$ cat src/rtl/div_unit.sv
// Iterative restoring divider for DIV/DIVU: one quotient bit per clock, signs
// applied in a final fix-up cycle, single-cycle done pulse.
//
// state | meaning
// IDLE  | waiting for i_start
// RUN   | WIDTH shift/trial-subtract iterations
// FIX   | apply signs, divide-by-zero override, register results
// DONE  | o_done pulse; may accept the next start
module div_unit #(
  parameter int WIDTH = 32
) (
  input  logic             clk,
  input  logic             rst,
  input  logic             i_start,
  input  logic             i_signed,
  input  logic [WIDTH-1:0] i_op1,
  input  logic [WIDTH-1:0] i_op2,
  output logic             o_busy,
  output logic             o_done,
  output logic [WIDTH-1:0] o_quot,
  output logic [WIDTH-1:0] o_rem,
  output logic             o_dz
);

  typedef enum logic [1:0] {
    S_IDLE,
    S_RUN,
    S_FIX,
    S_DONE
  } state_t;

  localparam int CW = (WIDTH > 1) ? $clog2(WIDTH) : 1;
  localparam logic [CW-1:0] LAST = CW'(WIDTH - 1);

  state_t           state, state_nxt;
  logic [CW-1:0]    cnt;
  logic [WIDTH-1:0] rem_q;
  logic [WIDTH-1:0] dvd_q;
  logic [WIDTH-1:0] dsr_q;
  logic [WIDTH-1:0] op1_q;
  logic             q_neg;
  logic             r_neg;

  logic             start_ok;
  logic             op1_negative;
  logic             op2_negative;
  logic [WIDTH-1:0] op1_abs;
  logic [WIDTH-1:0] op2_abs;
  logic [WIDTH:0]   shifted;
  logic [WIDTH:0]   diff;
  logic             dz;
  logic [WIDTH-1:0] quot_fix;
  logic [WIDTH-1:0] rem_fix;

  assign start_ok     = i_start && ((state == S_IDLE) || (state == S_DONE));
  assign op1_negative = i_signed && i_op1[WIDTH-1];
  assign op2_negative = i_signed && i_op2[WIDTH-1];
  assign op1_abs      = op1_negative ? (~i_op1 + 1'b1) : i_op1;
  assign op2_abs      = op2_negative ? (~i_op2 + 1'b1) : i_op2;

  // Partial remainder stays below the divisor, so WIDTH bits suffice between
  // iterations; the trial subtraction itself is WIDTH+1 bits wide.
  assign shifted = {rem_q, dvd_q[WIDTH-1]};
  assign diff    = shifted - {1'b0, dsr_q};

  assign dz       = (dsr_q == '0);
  assign quot_fix = q_neg ? (~dvd_q + 1'b1) : dvd_q;
  assign rem_fix  = r_neg ? (~rem_q + 1'b1) : rem_q;

  assign o_busy = (state == S_RUN) || (state == S_FIX);
  assign o_done = (state == S_DONE);

  always_ff @(posedge clk or posedge rst) begin
    if (rst) begin
      state <= S_IDLE;
    end else begin
      state <= state_nxt;
    end
  end

  always_comb begin
    state_nxt = state;
    case (state)
      S_IDLE: if (i_start) state_nxt = S_RUN;
      S_RUN:  if (cnt == LAST) state_nxt = S_FIX;
      S_FIX:  state_nxt = S_DONE;
      S_DONE: state_nxt = i_start ? S_RUN : S_IDLE;
      default: state_nxt = S_IDLE;
    endcase
  end

  always_ff @(posedge clk or posedge rst) begin
    if (rst) begin
      cnt    <= '0;
      rem_q  <= '0;
      dvd_q  <= '0;
      dsr_q  <= '0;
      op1_q  <= '0;
      q_neg  <= 1'b0;
      r_neg  <= 1'b0;
      o_quot <= '0;
      o_rem  <= '0;
      o_dz   <= 1'b0;
    end else if (start_ok) begin
      cnt    <= '0;
      rem_q  <= '0;
      dvd_q  <= op1_abs;
      dsr_q  <= op2_abs;
      op1_q  <= i_op1;
      q_neg  <= op1_negative ^ op2_negative;
      r_neg  <= op1_negative;
    end else begin
      case (state)
        S_RUN: begin
          cnt <= cnt + 1'b1;
          if (!diff[WIDTH]) begin
            rem_q <= diff[WIDTH-1:0];
          end else begin
            rem_q <= shifted[WIDTH-1:0];
          end
          dvd_q <= {dvd_q[WIDTH-2:0], ~diff[WIDTH]};
        end
        S_FIX: begin
          // Zero divisor reports all-ones quotient and the raw dividend in
          // both modes; unsigned already gets this from the loop.
          if (dz) begin
            o_quot <= '1;
            o_rem  <= op1_q;
          end else begin
            o_quot <= quot_fix;
            o_rem  <= rem_fix;
          end
          o_dz <= dz;
        end
        default: ;
      endcase
    end
  end

endmodule
$ cat config.mk
export PLATFORM = sky130hd
export DESIGN_NAME = div_unit
export DESIGN_NICKNAME = d
export VERILOG_FILES = /design/src/rtl/div_unit.sv
export SDC_FILE = /design/constraint.sdc
export NUM_CORES = 1
export LEC_CHECK = 0
export BUFFER_PORTS_ARGS = -buffer_cell sky130_fd_sc_hd__buf_4
export CAP_MARGIN = 20
export CORE_MARGIN = 2
export CORE_UTILIZATION = 60
export CTS_CLUSTER_SIZE = 24
export DETAILED_ROUTE_END_ITERATION = 12
export PLACE_DENSITY = 0.81
export SLEW_MARGIN = 20
export SYNTH_ARGS = -nofsm -noshare
export SYNTH_HDL_FRONTEND = slang
export SYNTH_SLANG_ARGS = --single-unit
$ cat constraint.sdc
create_clock -name clk -period 7 [get_ports clk]
set_clock_uncertainty 0.1 [all_clocks]
set_input_delay 0 -clock clk [delete_from_list [all_inputs] [get_ports clk]]
set_output_delay 0 -clock clk [all_outputs]
set_load 0.05 [all_outputs]
==> qor.yml, run 1 <==
status: "complete, no violations"
cp_cell_sequence: "inv_1 > ha_1 > fa_1 > or2b_2 > a21oi_1 > o211ai_2 > a21oi_2 > nor3_2 > a21oi_4 > xor2_4 > buf_4 > mux2i_1 > a211oi_2"
p_leak_nw: 7.05
setup_violations: 0
root_buffer: "clkbuf_16"
final_util_pct: 74.6
p_sw_w: 0.00433
synth_top_area_share_pct: 39.3
clkPwrFrac_pct: 12.8
holdWs_ps: 104
rsz0062_at_grt: "false"
dieArea_sq_um: 22600
finalSetupTns_ps: 0
worstSkewPairLatency_ps: 530
period_needed_ps: 3640
cts_resized: 0
finalPower_w: 0.00889
cp_max_fo: 35
numCtsBuffers: 22
pin_count: 135
htree_levels: 1
hold_buffers: 101
synthArstFlopShare_pct: 100
powerDensity_nw_per_um2: 567
fp-row-count: 53
syn_inst: 1487
grt_pass1_vias: 11000
cp-end-kind: "flip-flop"
ant_nets: 0
cap_violations: 0
diodes: 0
drv_slew: 0
drt_first_iter_violations: 669
seq_power_share_pct: 26.5
synth_cell_types: 76
wl_per_cell_um: 17.6
period_share_pct: 52.0
hold_violations: 0
p_comb_share_pct: 60.6
cts.sinks: 202
relSlewSlack_pct: 31.1
worst_pin_slew_ps: 1030
crit_path_top_delay_cell: "buf_4"
crit_required_ps: 7250
drc: 0
drt-vias-per-instance: 5.90
synth_commonest_cells: "nand2_1 (253), dfrtp_1 (202), o21ai_0 (170), a21oi_1 (124), nor2_1 (84)"
cp_data_arrival_time_ps: 3890
cp-start-kind: "flip-flop"
core_sq_um: 21000
synth_area_sq_um: 12900
syn_nets: 1599
overflow: 0
ys_seq_elements: 202
min_path_type: "in -> async"
dr.pass1.iters: 5
synth_area_per_cell_sq_um: 8.66
critPathKind: "reg -> reg"
grt_usage_pct: 30.4
cts_tree: "done"
route.vias.total: 11600
final_layout_size_suffix_gt1_share_pct: 12.9
synth_most_common_cell: "nand2_1"
globalplace.congestion: 0.882
slowest_delay_ps: 490
fmax_mhz: 275
ir_drop_v: 0.000352
dpl.hpwl_mm: 23.5
synth_flop_cell: "dfrtp_1"
postCtsSetupRepairBufs: 0
cellInternalPower_w: 0.00456
synth_seq_area_share_pct: 39.3
grt_max_degree: 130
synth-edff-count: 0
initial_core_util_pct: 61.2
antenna_found_initial: 0
synth_top_cell_by_area: "dfrtp_1"
clockBufferDepth: 3
grt_pass1_wl_mm: 55.0
clk_pin_slew_ps: 60
die_width_um: 150
drt_wl_total_mm: 34.5
areaGrowthSynthToFinish_pct: 21.8
port_buffers: 134
dieHeight_um: 150
synth_warnings: 0
nets: 1786
p_sw_share_pct: 48.7
synthTopCellsByArea: "dfrtp_1 (39%), nand2_1 (7.4%), o21ai_0 (6.6%)"
## placed cells by master, fill, tap and decap left out, drive strengths merged, types with 59 or more instances in the layout
| master | instances |
|---|---|
| inv | 59 |
| o21ai | 181 |
| dlygate4sd3 | 101 |
| buf | 143 |
| nand2 | 255 |
| a21oi | 128 |
| mux2i | 64 |
| nor2 | 85 |
| xnor2 | 79 |
| xor2 | 72 |
| dfrtp | 202 |
## cell type report
type                            instances  area (sq um)
Multi-Input combinational cell       1145          7270
Fill cell                            1477          5340
Sequential cell                       202          5050
Timing Repair Buffer                  244          2080
Clock buffer                           33           642
Tap cell                              275           344
Inverter                               59           229
Clock inverter                          4          56.3
## worst max-delay path, delay by kind of cell, from the launching register on
kind / cells / cell delay, ps
flip-flops: 1 / 410
AO/OA/AOI/OAI: 5 / 950
AND/OR/NAND/NOR: 2 / 400
XOR/XNOR: 1 / 150
adder cells (fa/ha/maj): 2 / 600
buffers and inverters: 2 / 550
multiplexers: 1 / 290
## stage by stage
step | cells | instance area (sq um) | setup WS (ps)
5_1_grt | 1962 | 15700 | 3150
3_3_place_gp | 1824 | 14000 | 3470
3_5_place_dp | 1824 | 14000 | 3400
6_report | 1962 | 15700 | 3360
2_1_floorplan | 1487 | 12900 | 1390
4_1_cts | 1962 | 15700 | 3370
## metal layers
metal  vias to the layer above  routed length, um  track usage (%)
met3                        81               2000             3.39
met5                         -                  0                0
met4                         0               1340             11.0
met2                       387              16800             52.2
met1                      5561              14400             39.6
li1                       5543                  -                -
## worst paths after layout
check	startpoint	endpoint	slack [ps]	cells after the start
setup reg to reg	dvd_q[31]$_DFFE_PP0P_	rem_q[22]$_DFFE_PP0P_	3360	13
setup / recovery	dvd_q[31]$_DFFE_PP0P_	rem_q[22]$_DFFE_PP0P_	3360	13
min in group clk	i_op1[10]	op1_q[10]$_DFFE_PP0P_	180	4
hold / removal	rst	state[1]$_DFFE_PP0P_	100	3
max in group asynchronous	rst	dsr_q[23]$_DFFE_PP0P_	5180	4
hold reg to reg	op1_q[2]$_DFFE_PP0P_	op1_q[2]$_DFFE_PP0P_	380	2
## flip-flops by register name, indices dropped and copies added, names as in the netlist
register  count
o_quot       32
r_neg         1
dsr_q        32
op1_q        32
o_dz          1
rem_q        32
state         2
dvd_q        32
cnt           5
q_neg         1
o_rem        32
## logic make-up (layout without fill, tap and decap cells)
kind of cell	after synthesis	in the layout	share of synthesized area, %
buffers and inverters	140	340	4.65
AO/OA/AOI/OAI	421	421	19.7
adder cells (fa/ha/maj)	44	44	4.33
flip-flops	202	202	39.3
multiplexers	65	65	5.06
XOR/XNOR	151	151	10.4
AND/OR/NAND/NOR	464	464	16.5
## power by group through the flow
stage | Combinational [W] | Clock (W) | Sequential (W)
after floorplan | 0.00371 | 0 | 0.00273
after global placement | 0.00514 | 0 | 0.00232
after detailed placement | 0.00525 | 0 | 0.00235
after CTS | 0.00536 | 0.00115 | 0.00233
after global routing | 0.00593 | 0.00120 | 0.00243
final | 0.00539 | 0.00114 | 0.00236
(Power assumes the default switching activity.)
==> run 2: changes to the inputs <==
--- a/config.mk
+++ b/config.mk
@@ -5,13 +5,14 @@
 export SDC_FILE = /design/constraint.sdc
 export NUM_CORES = 1
 export LEC_CHECK = 0
+export ABC_AREA = 1
 export BUFFER_PORTS_ARGS = -buffer_cell sky130_fd_sc_hd__buf_4
 export CAP_MARGIN = 20
 export CORE_MARGIN = 2
-export CORE_UTILIZATION = 60
+export CORE_UTILIZATION = 55
 export CTS_CLUSTER_SIZE = 24
 export DETAILED_ROUTE_END_ITERATION = 12
-export PLACE_DENSITY = 0.81
+export PLACE_DENSITY = 0.78
 export SLEW_MARGIN = 20
 export SYNTH_ARGS = -nofsm -noshare
 export SYNTH_HDL_FRONTEND = slang
==> constraint.sdc (replaced) <==
create_clock -name clk -period 3.24 [get_ports clk]
set_clock_uncertainty 0.1 [all_clocks]
set_input_delay 0 -clock clk [delete_from_list [all_inputs] [get_ports clk]]
set_output_delay 0 -clock clk [all_outputs]
set_load 0.05 [all_outputs]
==> qor.yml, run 2 <==
fmax_mhz: 328  # was 275 MHz
synth_seq_area_share_pct: 34.1  # was 39.3%
grt_pass1_wl_mm: 75.5  # was 55.0 mm
mostFrequentLayoutCells: "nand2_1 (637), inv_1 (343), nand3_1 (239), nor2_1 (209), dfrtp_1 (202)"  # was nand2_1 (252), dfrtp_1 (202), o21ai_0 (170), buf_4 (143), a21oi_1 (124)
reg2reg_from: "state[0]$_DFFE_PP0P_"  # was dvd_q[31]$_DFFE_PP0P_
ir_drop_v: 0.000903  # was 0.000352 V
critPathKind: "reg -> reg"  # unchanged
ys_seq_elements: 202  # unchanged
seq_power_share_pct: 25.0  # was 26.5%
diodes: 0  # unchanged
dr.pass1.iters: 7  # was 5
nets: 2571  # was 1786
grt_pass1_vias: 14600  # was 11000
synth_top_cell_by_area: "dfrtp_1"  # unchanged
p_sw_w: 0.00877  # was 0.00433 W
synth_cell_types: 50  # was 76
cp_cell_sequence: "inv_1 > ha_1 > inv_1 > nand2_2 > inv_2 > buf_6 > nand3_1 > dlygate4sd3_1 > o21ai_0"  # was inv_1 > ha_1 > fa_1 > or2b_2 > a21oi_1 > o211ai_2 > a21oi_2 > nor3_2 > a21oi_4 > xor2_4 > buf_4 > mux2i_1 > a211oi_2
cap_violations: 0  # unchanged
wl_per_cell_um: 17.0  # was 17.6 um
finalPower_w: 0.0175  # was 0.00889 W
synth_warnings: 0  # unchanged
synth_commonest_cells: "nand2_1 (638), inv_1 (345), nand3_1 (239), nor2_1 (209), dfrtp_1 (202)"  # was nand2_1 (253), dfrtp_1 (202), o21ai_0 (170), a21oi_1 (124), nor2_1 (84)
critical_path_buf_inv_count: 5  # was 2
worstSkewPairLatency_ps: 520  # was 530 ps
overflow: 0  # unchanged
synth_area_sq_um: 14800  # was 12900 sq um
rsz0062_at_grt: "true"  # was false
drt_first_iter_violations: 1534  # was 669
powerDensity_nw_per_um2: 968  # was 567 nW/um^2
drv_slew: 0  # unchanged
period_needed_ps: 3050  # was 3640 ps
grt_max_degree: 81  # was 130
synth-edff-count: 0  # unchanged
cp_data_arrival_time_ps: 3400  # was 3890 ps
synth_area_per_cell_sq_um: 6.59  # was 8.66 sq um
crit_required_ps: 3590  # was 7250 ps
synth_flop_cell: "dfrtp_1"  # unchanged
clockBufferDepth: 3  # unchanged
synthTopCellsByArea: "dfrtp_1 (34%), nand2_1 (16%), inv_1 (8.7%)"  # was dfrtp_1 (39%), nand2_1 (7.4%), o21ai_0 (6.6%)
final_util_pct: 67.6  # was 74.6%
synth_most_common_cell: "nand2_1"  # unchanged
p_sw_share_pct: 50.1  # was 48.7%
crit_top_cell: "inv_1"
crit_path_top_delay_cell: "dlygate4sd3_1"  # was buf_4
p_leak_nw: 9.39  # was 7.05 nW
period_share_pct: 94.2  # was 52.0%
initial_core_util_pct: 55.5  # was 61.2%
fp-row-count: 60  # was 53
p_comb_share_pct: 56.6  # was 60.6%
slowest_delay_ps: 590  # was 490 ps
min_path_type: "in -> async"  # unchanged
dp_cells: 2677  # was 1824
final_layout_size_suffix_gt1_share_pct: 11.8  # was 12.9%
grt_usage_pct: 33.2  # was 30.4%
cts_tree: "done"  # unchanged
cellInternalPower_w: 0.00872  # was 0.00456 W
crit_path_start: "state[0]$_DFFE_PP0P_"  # was dvd_q[31]$_DFFE_PP0P_
cp_max_fo: 48  # was 35
synth_top_area_share_pct: 34.1  # was 39.3%
drc: 0  # unchanged
numCtsBuffers: 24  # was 22
dieArea_sq_um: 28300  # was 22600 sq um
htree_levels: 1  # unchanged
dpl.hpwl_mm: 36.1  # was 23.5 mm
die_width_um: 168  # was 150 um
status: "complete, no violations"  # unchanged
fillers: 2366  # was 1477
critical_path.top_delay_family: "buffers and inverters"  # was compound AO/OA/AOI/OAI gates
cp-start-kind: "flip-flop"  # unchanged
root_buffer: "clkbuf_16"  # unchanged
drt_wl_total_mm: 47.7  # was 34.5 mm
core_sq_um: 26700  # was 21000 sq um
drt-vias-per-instance: 5.62  # was 5.90
clkPwrFrac_pct: 18.3  # was 12.8%
setup_violations: 0  # unchanged
syn_inst: 2250  # was 1487
antenna_found_initial: 0  # unchanged
cts.sinks: 202  # unchanged
cp-end-kind: "flip-flop"  # unchanged
synthArstFlopShare_pct: 100  # unchanged
dieHeight_um: 168  # was 150 um
ant_nets: 0  # unchanged
hold_violations: 0  # unchanged
areaGrowthSynthToFinish_pct: 21.8  # about the same
layout_commonest_cell: "nand2_1"  # unchanged
port_buffers: 134  # unchanged
clk_pin_slew_ps: 60  # about the same
relSlewSlack_pct: 48.8  # was 31.1%
globalplace.congestion: 0.965  # was 0.882
syn_nets: 2362  # was 1599
fin_cells: 2816  # was 1962
worst_pin_slew_ps: 768  # was 1030 ps
pin_count: 135  # unchanged
route.vias.total: 15800  # was 11600
==> run 2: cell count changes in the layout (fill, tap and decap cells not counted), moves of 24 or more <==
| cell | before | now |
|---|---|---|
| a21oi_1 | 124 | 59 |
| inv_1 | 58 | 343 |
| mux2i_1 | 64 | 0 |
| nand2_1 | 252 | 637 |
| nand2_2 | 3 | 34 |
| nand3_1 | 12 | 239 |
| nand4_1 | 14 | 42 |
| nor2_1 | 83 | 209 |
| o211ai_1 | 4 | 28 |
| o21ai_0 | 170 | 130 |
| o22a_1 | 27 | 0 |
| xnor2_1 | 79 | 17 |
| xor2_1 | 71 | 28 |
==> run 2: timing repair <==
action	CTS	global route
setup endpoints to repair	0	10
resized for setup	0	4
hold endpoints to repair	301	0
hold buffers	96	0
buffers inserted	0	0
==> run 2: cells by family (layout without fill, tap and decap cells) <==
kind of cell | Yosys count | after routing | synth area share (%)
xor+xnor | 45 | 45 | 2.66
simple gates | 1230 | 1230 | 36.3
compound gates | 300 | 300 | 11.9
buf+inv | 429 | 654 | 11.3
fa+ha+maj | 44 | 44 | 3.76
flops | 202 | 202 | 34.1
==> run 2: per-stage QoR <==
| step | TNS (ps) | area [sq um] | setup WS [ps] | hold slack [ps] |
|---|---|---|---|---|
| 2_1_floorplan | 0 | 14800 | 524 | 21.0 |
| 3_3_place_gp | 0 | 16100 | 617 | 90.5 |
| 3_5_place_dp | 0 | 16100 | 552 | 96.7 |
| 4_1_cts | 0 | 18100 | 151 | 136 |
| 5_1_grt | -6.27 | 18100 | -4.33 | 144 |
| 6_report | 0 | 18100 | 189 | 101 |
==> run 2: worst register-to-register path, stage by stage, from the launching register on <==
cell           delay (ps)
dfrtp_1               410
inv_1                 120
ha_1                  340
inv_1                 110
nand2_2               240
inv_2                 430
buf_6                 370
nand3_1               190
dlygate4sd3_1         590
o21ai_0                80
==> run 2: layout make-up <==
class                           count  area (sq um)  area share, %
Clock inverter                     13           272           1.50
Clock buffer                       29           671           3.71
Timing Repair inverter              1          5.00         0.0277
Inverter                          356          1350           7.45
Tap cell                          341           427           2.36
Timing Repair Buffer              255          2180           12.1
Sequential cell                   202          5050           28.0
Multi-Input combinational cell   1619          8110           44.9
==> run 2: worst paths after layout <==
| check | endpoint | slack (ps) | cells after the start |
|---|---|---|---|
| worst max-delay path | dsr_q[31]$_DFFE_PP0P_ | 190 | 9 |
| worst min-delay path | o_rem[3]$_DFFE_PP0P_ | 100 | 4 |
| worst max register to register | dsr_q[31]$_DFFE_PP0P_ | 190 | 9 |
| worst min register to register | o_dz$_DFFE_PP0P_ | 380 | 2 |
| max in group asynchronous | o_quot[26]$_DFFE_PP0P_ | 2270 | 4 |
| min in group clk | op1_q[31]$_DFFE_PP0P_ | 150 | 4 |
==> run 2: routing by layer <==
metal / global-route usage, % / up-vias / routed length (um)
met4: 9.00 / 0 / 1360
met2: 53.4 / 625 / 21500
li1: - / 7644 / -
met3: 4.68 / 98 / 3630
met1: 47.2 / 7453 / 21200
met5: 0 / - / 0
==> run 2: power by group through the flow <==
stage / clock network, W / logic [W] / registers, W
floorplan: 0 / 0.00570 / 0.00542
global placement: 0 / 0.00935 / 0.00436
detailed placement: 0 / 0.00951 / 0.00438
CTS: 0.00322 / 0.00975 / 0.00435
global route: 0.00334 / 0.0109 / 0.00448
finish: 0.00321 / 0.00991 / 0.00438
